<file path="src/rtl/insn_encoder_if.sv">
// Host-side load request, encode-tuple stream and instruction-memory write port
// of the kanade32 instruction encoder, bundled as one interface.
interface insn_encoder_if #(
   parameter int ADDR_W = 32,
   parameter int CNT_W  = 16
);
   logic              start;
   logic [ADDR_W-1:0] base_addr;
   logic [CNT_W-1:0]  count;

   logic              in_valid;
   logic              in_ready;
   logic [4:0]        in_mnem;
   logic [4:0]        in_rs;
   logic [4:0]        in_rt;
   logic [4:0]        in_rd;
   logic [15:0]       in_imm;
   logic [25:0]       in_target;

   logic              mem_we;
   logic              mem_ready;
   logic [ADDR_W-1:0] mem_addr;
   logic [31:0]       mem_wdata;

   logic              busy;
   logic              done;
   logic              illegal;

   modport slave (
      input  start, base_addr, count,
      input  in_valid, in_mnem, in_rs, in_rt, in_rd, in_imm, in_target,
      input  mem_ready,
      output in_ready, mem_we, mem_addr, mem_wdata, busy, done, illegal
   );

   modport master (
      output start, base_addr, count,
      output in_valid, in_mnem, in_rs, in_rt, in_rd, in_imm, in_target,
      output mem_ready,
      input  in_ready, mem_we, mem_addr, mem_wdata, busy, done, illegal
   );
endinterface

</file>
<file path="src/rtl/insn_encoder.sv">
// Packs mnemonic/field tuples into kanade32 machine words and streams them to
// instruction memory at consecutive word addresses, one word per cycle.
module insn_encoder #(
   parameter int ADDR_W = 32,
   parameter int CNT_W  = 16
) (
   input logic           clk,
   input logic           rst,
   insn_encoder_if.slave bus
);

   typedef enum logic [1:0] {IDLE, RUN, DRAIN} state_t;

   state_t            state_q, state_d;
   logic [ADDR_W-1:0] addr_q;
   logic [CNT_W-1:0]  remaining_q;
   logic              illegal_q;
   logic              done_q, done_d;

   logic              vld_p1;
   logic [ADDR_W-1:0] addr_p1;
   logic [31:0]       word_p1;

   logic              accept, out_hs, load_start;
   logic [31:0]       enc_word;
   logic              enc_ill;

   function automatic logic [5:0] r_funct(input logic [4:0] mnem);
      case (mnem)
         5'd0:    r_funct = 6'b100000;
         5'd1:    r_funct = 6'b100001;
         5'd2:    r_funct = 6'b100010;
         5'd3:    r_funct = 6'b100011;
         5'd4:    r_funct = 6'b100100;
         5'd5:    r_funct = 6'b100101;
         5'd6:    r_funct = 6'b100110;
         5'd7:    r_funct = 6'b100111;
         5'd8:    r_funct = 6'b101010;
         5'd9:    r_funct = 6'b101011;
         default: r_funct = 6'b000000;
      endcase
   endfunction

   function automatic logic [5:0] i_op(input logic [4:0] mnem);
      case (mnem)
         5'd13:   i_op = 6'b000100;
         5'd14:   i_op = 6'b000101;
         5'd15:   i_op = 6'b000001;
         5'd16:   i_op = 6'b000110;
         5'd17:   i_op = 6'b001000;
         5'd18:   i_op = 6'b001001;
         5'd19:   i_op = 6'b001100;
         5'd20:   i_op = 6'b001101;
         5'd21:   i_op = 6'b001010;
         5'd22:   i_op = 6'b001011;
         5'd23:   i_op = 6'b001110;
         5'd24:   i_op = 6'b100011;
         5'd25:   i_op = 6'b101011;
         default: i_op = 6'b000000;
      endcase
   endfunction

   // Returns {illegal, word}; unknown mnemonics encode as an all-zero word.
   function automatic logic [32:0] encode(
      input logic [4:0]  mnem,
      input logic [4:0]  rs,
      input logic [4:0]  rt,
      input logic [4:0]  rd,
      input logic [15:0] imm,
      input logic [25:0] target
   );
      logic [31:0] w;
      logic        ill;
      w   = 32'h0000_0000;
      ill = 1'b0;
      if (mnem <= 5'd9)
         w = {6'b000000, rs, rt, rd, 5'b00000, r_funct(mnem)};
      else if (mnem == 5'd10)
         w = {6'b000000, rs, 15'b0, 6'b001000};
      else if (mnem == 5'd11)
         w = {6'b000010, target};
      else if (mnem == 5'd12)
         w = {6'b000011, target};
      else if (mnem <= 5'd25)
         w = {i_op(mnem), rs, rt, imm};
      else
         ill = 1'b1;
      encode = {ill, w};
   endfunction

   always_comb begin
      {enc_ill, enc_word} = encode(bus.in_mnem, bus.in_rs, bus.in_rt, bus.in_rd,
                                   bus.in_imm, bus.in_target);
   end

   // Backpressure reaches in_ready combinationally so a stalled word is never overwritten.
   assign bus.in_ready = (state_q == RUN) && (remaining_q != '0) && (!vld_p1 || bus.mem_ready);
   assign accept       = bus.in_valid && bus.in_ready;
   assign out_hs       = vld_p1 && bus.mem_ready;
   assign load_start   = (state_q == IDLE) && bus.start;

   always_comb begin
      state_d = state_q;
      done_d  = 1'b0;
      case (state_q)
         IDLE: begin
            if (bus.start) begin
               if (bus.count != '0) state_d = RUN;
               else                 done_d  = 1'b1;
            end
         end
         RUN: begin
            if (accept && remaining_q == CNT_W'(1)) state_d = DRAIN;
         end
         DRAIN: begin
            if (out_hs) begin
               state_d = IDLE;
               done_d  = 1'b1;
            end
         end
         default: state_d = IDLE;
      endcase
   end

   always_ff @(posedge clk or posedge rst) begin
      if (rst) begin
         state_q <= IDLE;
         done_q  <= 1'b0;
      end else begin
         state_q <= state_d;
         done_q  <= done_d;
      end
   end

   // Load bookkeeping: write pointer, words left, sticky illegal flag.
   always_ff @(posedge clk or posedge rst) begin
      if (rst) begin
         addr_q      <= '0;
         remaining_q <= '0;
         illegal_q   <= 1'b0;
      end else if (load_start) begin
         addr_q      <= bus.base_addr & ~ADDR_W'(3);
         remaining_q <= bus.count;
         illegal_q   <= 1'b0;
      end else if (accept) begin
         addr_q      <= addr_q + ADDR_W'(4);
         remaining_q <= remaining_q - CNT_W'(1);
         if (enc_ill) illegal_q <= 1'b1;
      end
   end

   // ---- stage p1: output register toward instruction memory ----
   always_ff @(posedge clk or posedge rst) begin
      if (rst) begin
         vld_p1  <= 1'b0;
         addr_p1 <= '0;
         word_p1 <= '0;
      end else if (accept) begin
         vld_p1  <= 1'b1;
         addr_p1 <= addr_q;
         word_p1 <= enc_word;
      end else if (out_hs) begin
         vld_p1  <= 1'b0;
      end
   end

   assign bus.mem_we    = vld_p1;
   assign bus.mem_addr  = addr_p1;
   assign bus.mem_wdata = word_p1;
   assign bus.busy      = (state_q != IDLE);
   assign bus.done      = done_q;
   assign bus.illegal   = illegal_q;

endmodule

</file>
<file path="src/flat_wrapper.sv">
// flat-port wrapper written by rule: the top's interface ports become plain ports
module insn_encoder_flat 
#(
   parameter int ADDR_W = 32,
   parameter int CNT_W  = 16
)
  (clk, rst, bus_start, bus_base_addr, bus_count, bus_in_valid, bus_in_mnem, bus_in_rs, bus_in_rt, bus_in_rd, bus_in_imm, bus_in_target, bus_mem_ready, bus_in_ready, bus_mem_we, bus_mem_addr, bus_mem_wdata, bus_busy, bus_done, bus_illegal);
  insn_encoder_if #(.ADDR_W(ADDR_W), .CNT_W(CNT_W)) bus_i ();
  input logic clk;
  input logic rst;
  input wire logic [$bits(bus_i.start)-1:0] bus_start;
  input wire logic [$bits(bus_i.base_addr)-1:0] bus_base_addr;
  input wire logic [$bits(bus_i.count)-1:0] bus_count;
  input wire logic [$bits(bus_i.in_valid)-1:0] bus_in_valid;
  input wire logic [$bits(bus_i.in_mnem)-1:0] bus_in_mnem;
  input wire logic [$bits(bus_i.in_rs)-1:0] bus_in_rs;
  input wire logic [$bits(bus_i.in_rt)-1:0] bus_in_rt;
  input wire logic [$bits(bus_i.in_rd)-1:0] bus_in_rd;
  input wire logic [$bits(bus_i.in_imm)-1:0] bus_in_imm;
  input wire logic [$bits(bus_i.in_target)-1:0] bus_in_target;
  input wire logic [$bits(bus_i.mem_ready)-1:0] bus_mem_ready;
  output wire logic [$bits(bus_i.in_ready)-1:0] bus_in_ready;
  output wire logic [$bits(bus_i.mem_we)-1:0] bus_mem_we;
  output wire logic [$bits(bus_i.mem_addr)-1:0] bus_mem_addr;
  output wire logic [$bits(bus_i.mem_wdata)-1:0] bus_mem_wdata;
  output wire logic [$bits(bus_i.busy)-1:0] bus_busy;
  output wire logic [$bits(bus_i.done)-1:0] bus_done;
  output wire logic [$bits(bus_i.illegal)-1:0] bus_illegal;
  assign bus_i.start = bus_start;
  assign bus_i.base_addr = bus_base_addr;
  assign bus_i.count = bus_count;
  assign bus_i.in_valid = bus_in_valid;
  assign bus_i.in_mnem = bus_in_mnem;
  assign bus_i.in_rs = bus_in_rs;
  assign bus_i.in_rt = bus_in_rt;
  assign bus_i.in_rd = bus_in_rd;
  assign bus_i.in_imm = bus_in_imm;
  assign bus_i.in_target = bus_in_target;
  assign bus_i.mem_ready = bus_mem_ready;
  assign bus_in_ready = bus_i.in_ready;
  assign bus_mem_we = bus_i.mem_we;
  assign bus_mem_addr = bus_i.mem_addr;
  assign bus_mem_wdata = bus_i.mem_wdata;
  assign bus_busy = bus_i.busy;
  assign bus_done = bus_i.done;
  assign bus_illegal = bus_i.illegal;
  insn_encoder #(.ADDR_W(ADDR_W), .CNT_W(CNT_W)) u_core (.clk(clk), .rst(rst), .bus(bus_i));
endmodule
</file>
<file path="config.mk">
export PLATFORM = sky130hd
export DESIGN_NAME = insn_encoder_flat
export DESIGN_NICKNAME = d
export VERILOG_FILES = /design/src/rtl/insn_encoder_if.sv /design/src/rtl/insn_encoder.sv /design/src/flat_wrapper.sv
export SDC_FILE = /design/constraint.sdc
export NUM_CORES = 1
export LEC_CHECK = 0
export CAP_MARGIN = 10
export CORE_MARGIN = 5
export CORE_UTILIZATION = 51
export DETAILED_ROUTE_END_ITERATION = 16
export HOLD_SLACK_MARGIN = 0.08
export PLACE_DENSITY = 0.84
export SETUP_SLACK_MARGIN = 0.3
export SLEW_MARGIN = 20
export SYNTH_ARGS = -nofsm -noshare
export SYNTH_HDL_FRONTEND = slang
export SYNTH_SLANG_ARGS = --single-unit
</file>
<file path="constraint.sdc">
create_clock -name clk -period 6.55 [get_ports clk]
set_clock_uncertainty 0.2 [all_clocks]
set_input_delay 1.31 -clock clk [delete_from_list [all_inputs] [get_ports clk]]
set_output_delay 1.31 -clock clk [all_outputs]
set_load 0.01 [all_outputs]
</file>
* Word level (Yosys, flattened, before mapping) *
Memories as Yosys holds them, arrays and structs flattened.
Index checks and enable logic that the tools add are counted.

operators by class
  add/sub/neg operators = 2
  magnitude comparators = 2
  equality and inequality tests = 10
  mux-type cells = 29
  reductions and logical operators = 17

operator list
  kind                   count
  $mux 32                7
  $add 32x3->32 const B  1
  $mux 16                2
  $reduce_bool 16->1     2
  $eq 16x1->1 const B    1
  $sub 16x1->16 const B  1
  $eq 5x4->1 const B     3
  $mux 1                 13
  $mux 2                 4
  $reduce_bool 2->1      4
  $logic_and 1x1->1      6
  $mux 6                 1
  $ne 2x2->1 const B     3
  $pmux 2 s3             1
  $le 5x4->1 const B     1
  $le 5x5->1 const B     1
  $reduce_and 4->1       1
  $eq 2x1->1 const B     1
  $eq 2x2->1 const B     1
  $logic_not 2->1        1
  $ne 2x1->1 const B     1
  $pmux 1 s2             1
  $reduce_and 2->1       1
  $logic_not 1->1        1
  $logic_or 1x1->1       1

storage, ports and cells
  register bits after elaboration = 117
  ROM bits = 240
  bits of input ports = 115
  output and inout port bits = 69
  word-level logic and storage cells = 70
  memories = 2

memories
  memory            depth  bits a word  rd ports  clocked after Yosys merged registers in  wr ports  line                RTL
  (name not given)  32     5            1         0                                        0         insn_encoder.sv:45  case (mnem)
  (name not given)  16     5            1         0                                        0         insn_encoder.sv:29  case (mnem)

* Logic depth before layout (Yosys ltp) *
  depth in word-level cells = 9
  gate-level depth with buffers = 10
  depth with buffers taken out = 7

* Worst setup path before layout *
OpenSTA, ideal clock, no wires.

  kind = input -> register
  from = input port bus_in_mnem[1]
  to = register u_core.word_p1[0], in the netlist u_core.bus.mem_wdata[0]
  library setup time = 78 ps
  data arrival time = 2888 ps
  data required time = 6272 ps
  slack = 3385 ps
  stages = 9
  path buffers = 2
  path through = inv_1 ha_1 o21ba_2 o21a_1 buf_2 mux2i_1 buf_2 a222oi_1 a21oi_1

on the way
  word-level cells in the longest chain between the ends = 6
  elaborated cells on any way between the ends = 12
  classes of those cells = order compare (2); eq/ne (3); mux (6); memory (1)

ends and longest elaborated chain
  what                    line                 RTL
  start: declaration      flat_wrapper.sv:15   input wire logic [$bits(bus_i.in_mnem)-1:0] bus_in_mnem;
  $le 5x5->1              insn_encoder.sv:84   else if (mnem <= 5'd25)
  $mux 32                 insn_encoder.sv:84
  $mux 32                 insn_encoder.sv:82   else if (mnem == 5'd12)
  $mux 32                 insn_encoder.sv:80   else if (mnem == 5'd11)
  $mux 32                 insn_encoder.sv:78   else if (mnem == 5'd10)
  $mux 32 *               insn_encoder.sv:76   if (mnem <= 5'd9)
  end signal: assignment  insn_encoder.sv:161  word_p1 <= enc_word;
  end: declaration        insn_encoder.sv:22   logic [31:0] word_p1;

Mark *: on every way between the ends. The rest lies on a longest branch, timed or not.
A chain may end at the register's enable or synchronous reset.

* Final worst setup path *
  from = register u_core.remaining_q[0]
  to = output port bus_in_ready

on the way
  word-level cells in the longest chain between the ends = 3

ends and longest elaborated chain
  what                             line                 RTL
  start: declaration               insn_encoder.sv:16   logic [CNT_W-1:0] remaining_q;
  start signal: assignment         insn_encoder.sv:143  remaining_q <= bus.count;
  start signal: assignment         insn_encoder.sv:147  remaining_q <= remaining_q - CNT_W'(1);
  $reduce_bool 16->1               insn_encoder.sv:97   assign bus.in_ready = (state_q == RUN) && (remaining_q != '0) && (!vld_p1 || bus.mem_ready);
  $logic_and 1x1->1 (2 in series)  insn_encoder.sv:97
  end: declaration                 flat_wrapper.sv:22   output wire logic [$bits(bus_i.in_ready)-1:0] bus_in_ready;

No other way between the ends.

==> reports/results.ini <==
[timing]
period_minus_slack_ns=4.24
setup_tns_ns=0
finalHoldViolations=0
slew_viol_final=0
fin_ws_ns=2.31
rsz0062_at_grt=no
worst_pin_slew_ns=0.957
relSlewSlack_pct=35.5
finalCritPeriodShare_pct=64.7
max_freq_mhz=236
finalSetupViolCount=0

[power_and_ir_drop]
power-per-cell-area_nw_per_um2=339
netSwitchingFraction_pct=36.4
vdd_ir_drop_max_uv=172
internal_power_mw=1.72
p_seq_share_pct=44.8
power_leakage_nw=3.26
p_comb_share_pct=36.0
clock_power_share_pct=19.2
p_switching_mw=0.987

[layout]
drive_above_1_share_pct=4.99
area_growth_syn_to_layout_pct=36.3
n_antenna_cell=0
final_util_pct=70.4
nNetsFinal=941
final_area_sq_um=8000
nFillCells=879
regArea_sq_um=2800
mostFrequentLayoutCell=clkdlybuf4s50_1
layout_common_cells=clkdlybuf4s50_1 (178), nand2_1 (133), dfrtp_1 (112)
multi_input_area_sq_um=2830

[global_route]
grt_util_all_layers_pct=26.5
grt_max_degree=84
grt_pass1_vias=5920
grt_overflow=0
grtUsageMet1_pct=32.6
antenna_found_initial=0
globalRouteMet2Util_pct=45.2
grt_pass1_wl_mm=29.2
use_met3_pct=6.58
top_usage_layer=met2

[placed_design]
placed_area_sq_um=7700
portBuffers=178
gp_congestion=0.857
pre_cts_slack_ns=2.22
hpwl_mm=12.9

[clocking]
numClockSinks=112
clk_path_buf_depth=2
cts_resized=0
cts_tree=done
clock_latency_ns=0.35
cts_made_buffers=9
h-tree-depth=3
clkTransAtPathRegs_ns=0.07
cts-root-buf=clkbuf_16
hold_buffers=0
postCtsSetupBuffers=0

[yosys]
ys_seq_area_share_pct=47.7
synth_edf_count=0
synthCells=661
synth_area_sq_um=5870
synth_seq_cells=112
yosysUniqueCellTypes=65
ys_warn_count=0
synthArstFlopShare_pct=100
syn_area_per_cell_sq_um=8.88
ys.flop_type=dfrtp_1

[setup_path]
crit_arrival_ns=2.73
slowest_stage=clkdlybuf4s50_1
cp_max_fo=10
required_ns=5.04
cp-start-kind=register
end_kind=output port
cp_cell_sequence=inv_1 > ha_1 > nor4b_1 > nand4_2 > and3_1 > clkdlybuf4s50_1
critPathKind=register to output port
critical-path-max-stage-delay_ns=0.48

[detailed_routing]
drt_wl_total_mm=17.9
via_per_inst=6.10
antenna_left=0
num_vias=5884
dr.pass1.iters=5
post-route-drc-count=0
wl_per_cell_um=18.6
drt_iter0_markers=692

[die]
ios=184
chipWidth_um=117
die-area_sq_um=13800
core_sq_um=11400
initial_core_util_pct=51.6
die_y_um=117
rows=39

[min_path]
hold_path.class=register to register

[flow_run]
maxCapViolations=0

[run_status]
status=complete, no violations

[logic make-up (layout without fill, tap and decap cells)]
logic type,Yosys count,after routing,synth area share (%)
muxes,2,2,0.341
adders and majority gates,9,9,1.92
and+or+nand+nor,331,331,26.9
buffers and inverters,55,214,4.39
other,1,3,0.0639
AOI/OAI and AO/OA,136,136,16.4
xor gates and xnor gates,15,15,2.24
DFF,112,112,47.7
[cell usage after synthesis, drive strengths merged (10+ instances only)]
| cell | instances | area, sq um |
|---|---|---|
| inv | 12 | 45.0 |
| nand4 | 13 | 87.6 |
| a31oi | 15 | 93.8 |
| nor2 | 78 | 293 |
| dfrtp | 112 | 2800 |
| or4 | 11 | 87.6 |
| xnor2 | 11 | 96.3 |
| nand3 | 25 | 125 |
| nor3 | 11 | 55.1 |
| a21oi | 18 | 90.1 |
| or3 | 10 | 63.8 |
| buf | 20 | 114 |
| o21ai | 33 | 165 |
| clkbuf | 21 | 80.1 |
| nor4 | 17 | 119 |
| a221oi | 16 | 140 |
| nand2 | 135 | 514 |
[critical path: cells and delay by family, from the launching register on]
kind | cells | cell delay, ns
buffers and inverters | 2 | 0.60
flip-flops | 1 | 0.43
AND/OR/NAND/NOR | 3 | 1.16
adder cells (fa/ha/maj) | 1 | 0.19
[area by class of cell]
type | count | share of cell area (%)
Timing Repair Buffer | 186 | 23.3
Tap cell | 143 | 2.24
Inverter | 12 | 0.625
Multi-Input combinational cell | 496 | 35.4
Clock inverter | 6 | 0.579
Sequential cell | 112 | 35.0
Clock buffer | 10 | 2.86
[layer usage]
metal,up-vias,part of all wire (%)
met3,45,9.6
met1,2828,39
met4,0,2.9
met5,-,0
li1,2700,-
met2,311,49
[flip-flops by register name, indices dropped and copies added (netlist names)]
register and count:
u_core.state_q 2, u_core.bus.done 1, u_core.remaining_q 16, u_core.bus.illegal 1, u_core.bus.mem_addr 30, u_core.addr_q 30, u_core.bus.mem_we 1, u_core.bus.mem_wdata 31
[power by group through the flow]
stage / logic [mW] / registers (mW) / clock network, mW
global placement: 0.938 / 1.20 / 0
floorplan: 0.464 / 1.21 / 0
CTS: 0.979 / 1.21 / 0.526
detailed placement: 0.970 / 1.22 / 0
global route: 1.08 / 1.26 / 0.554
finish: 0.976 / 1.21 / 0.521
[path summary, 6_finish.rpt]
| path | slack [ns] | cells after the start | startpoint | end |
|---|---|---|---|---|
| max in group asynchronous | 3.95 | 3 | rst | u_core.bus.mem_wdata[17] |
| min | 0.28 | 2 | u_core.bus.mem_addr[22] | u_core.bus.mem_addr[22] |
| min in group asynchronous | 1.27 | 2 | rst | u_core.bus.mem_wdata[28] |
| max reg2reg | 2.95 | 8 | u_core.remaining_q[0] | u_core.remaining_q[5] |
| min reg2reg | 0.28 | 2 | u_core.bus.mem_addr[22] | u_core.bus.mem_addr[22] |
| max | 2.31 | 6 | u_core.remaining_q[0] | bus_in_ready |
[metrics by stage]
step | instances | hold slack (ns) | power [mW]
3_3_place_gp | 948 | 0.257 | 2.14
3_5_place_dp | 948 | 0.264 | 2.19
4_1_cts | 964 | 0.281 | 2.71
6_report | 965 | 0.278 | 2.71
5_1_grt | 965 | 0.304 | 2.89
2_1_floorplan | 663 | 0.253 | 1.68
No activity file was read; power rests on OpenSTA's default activity.
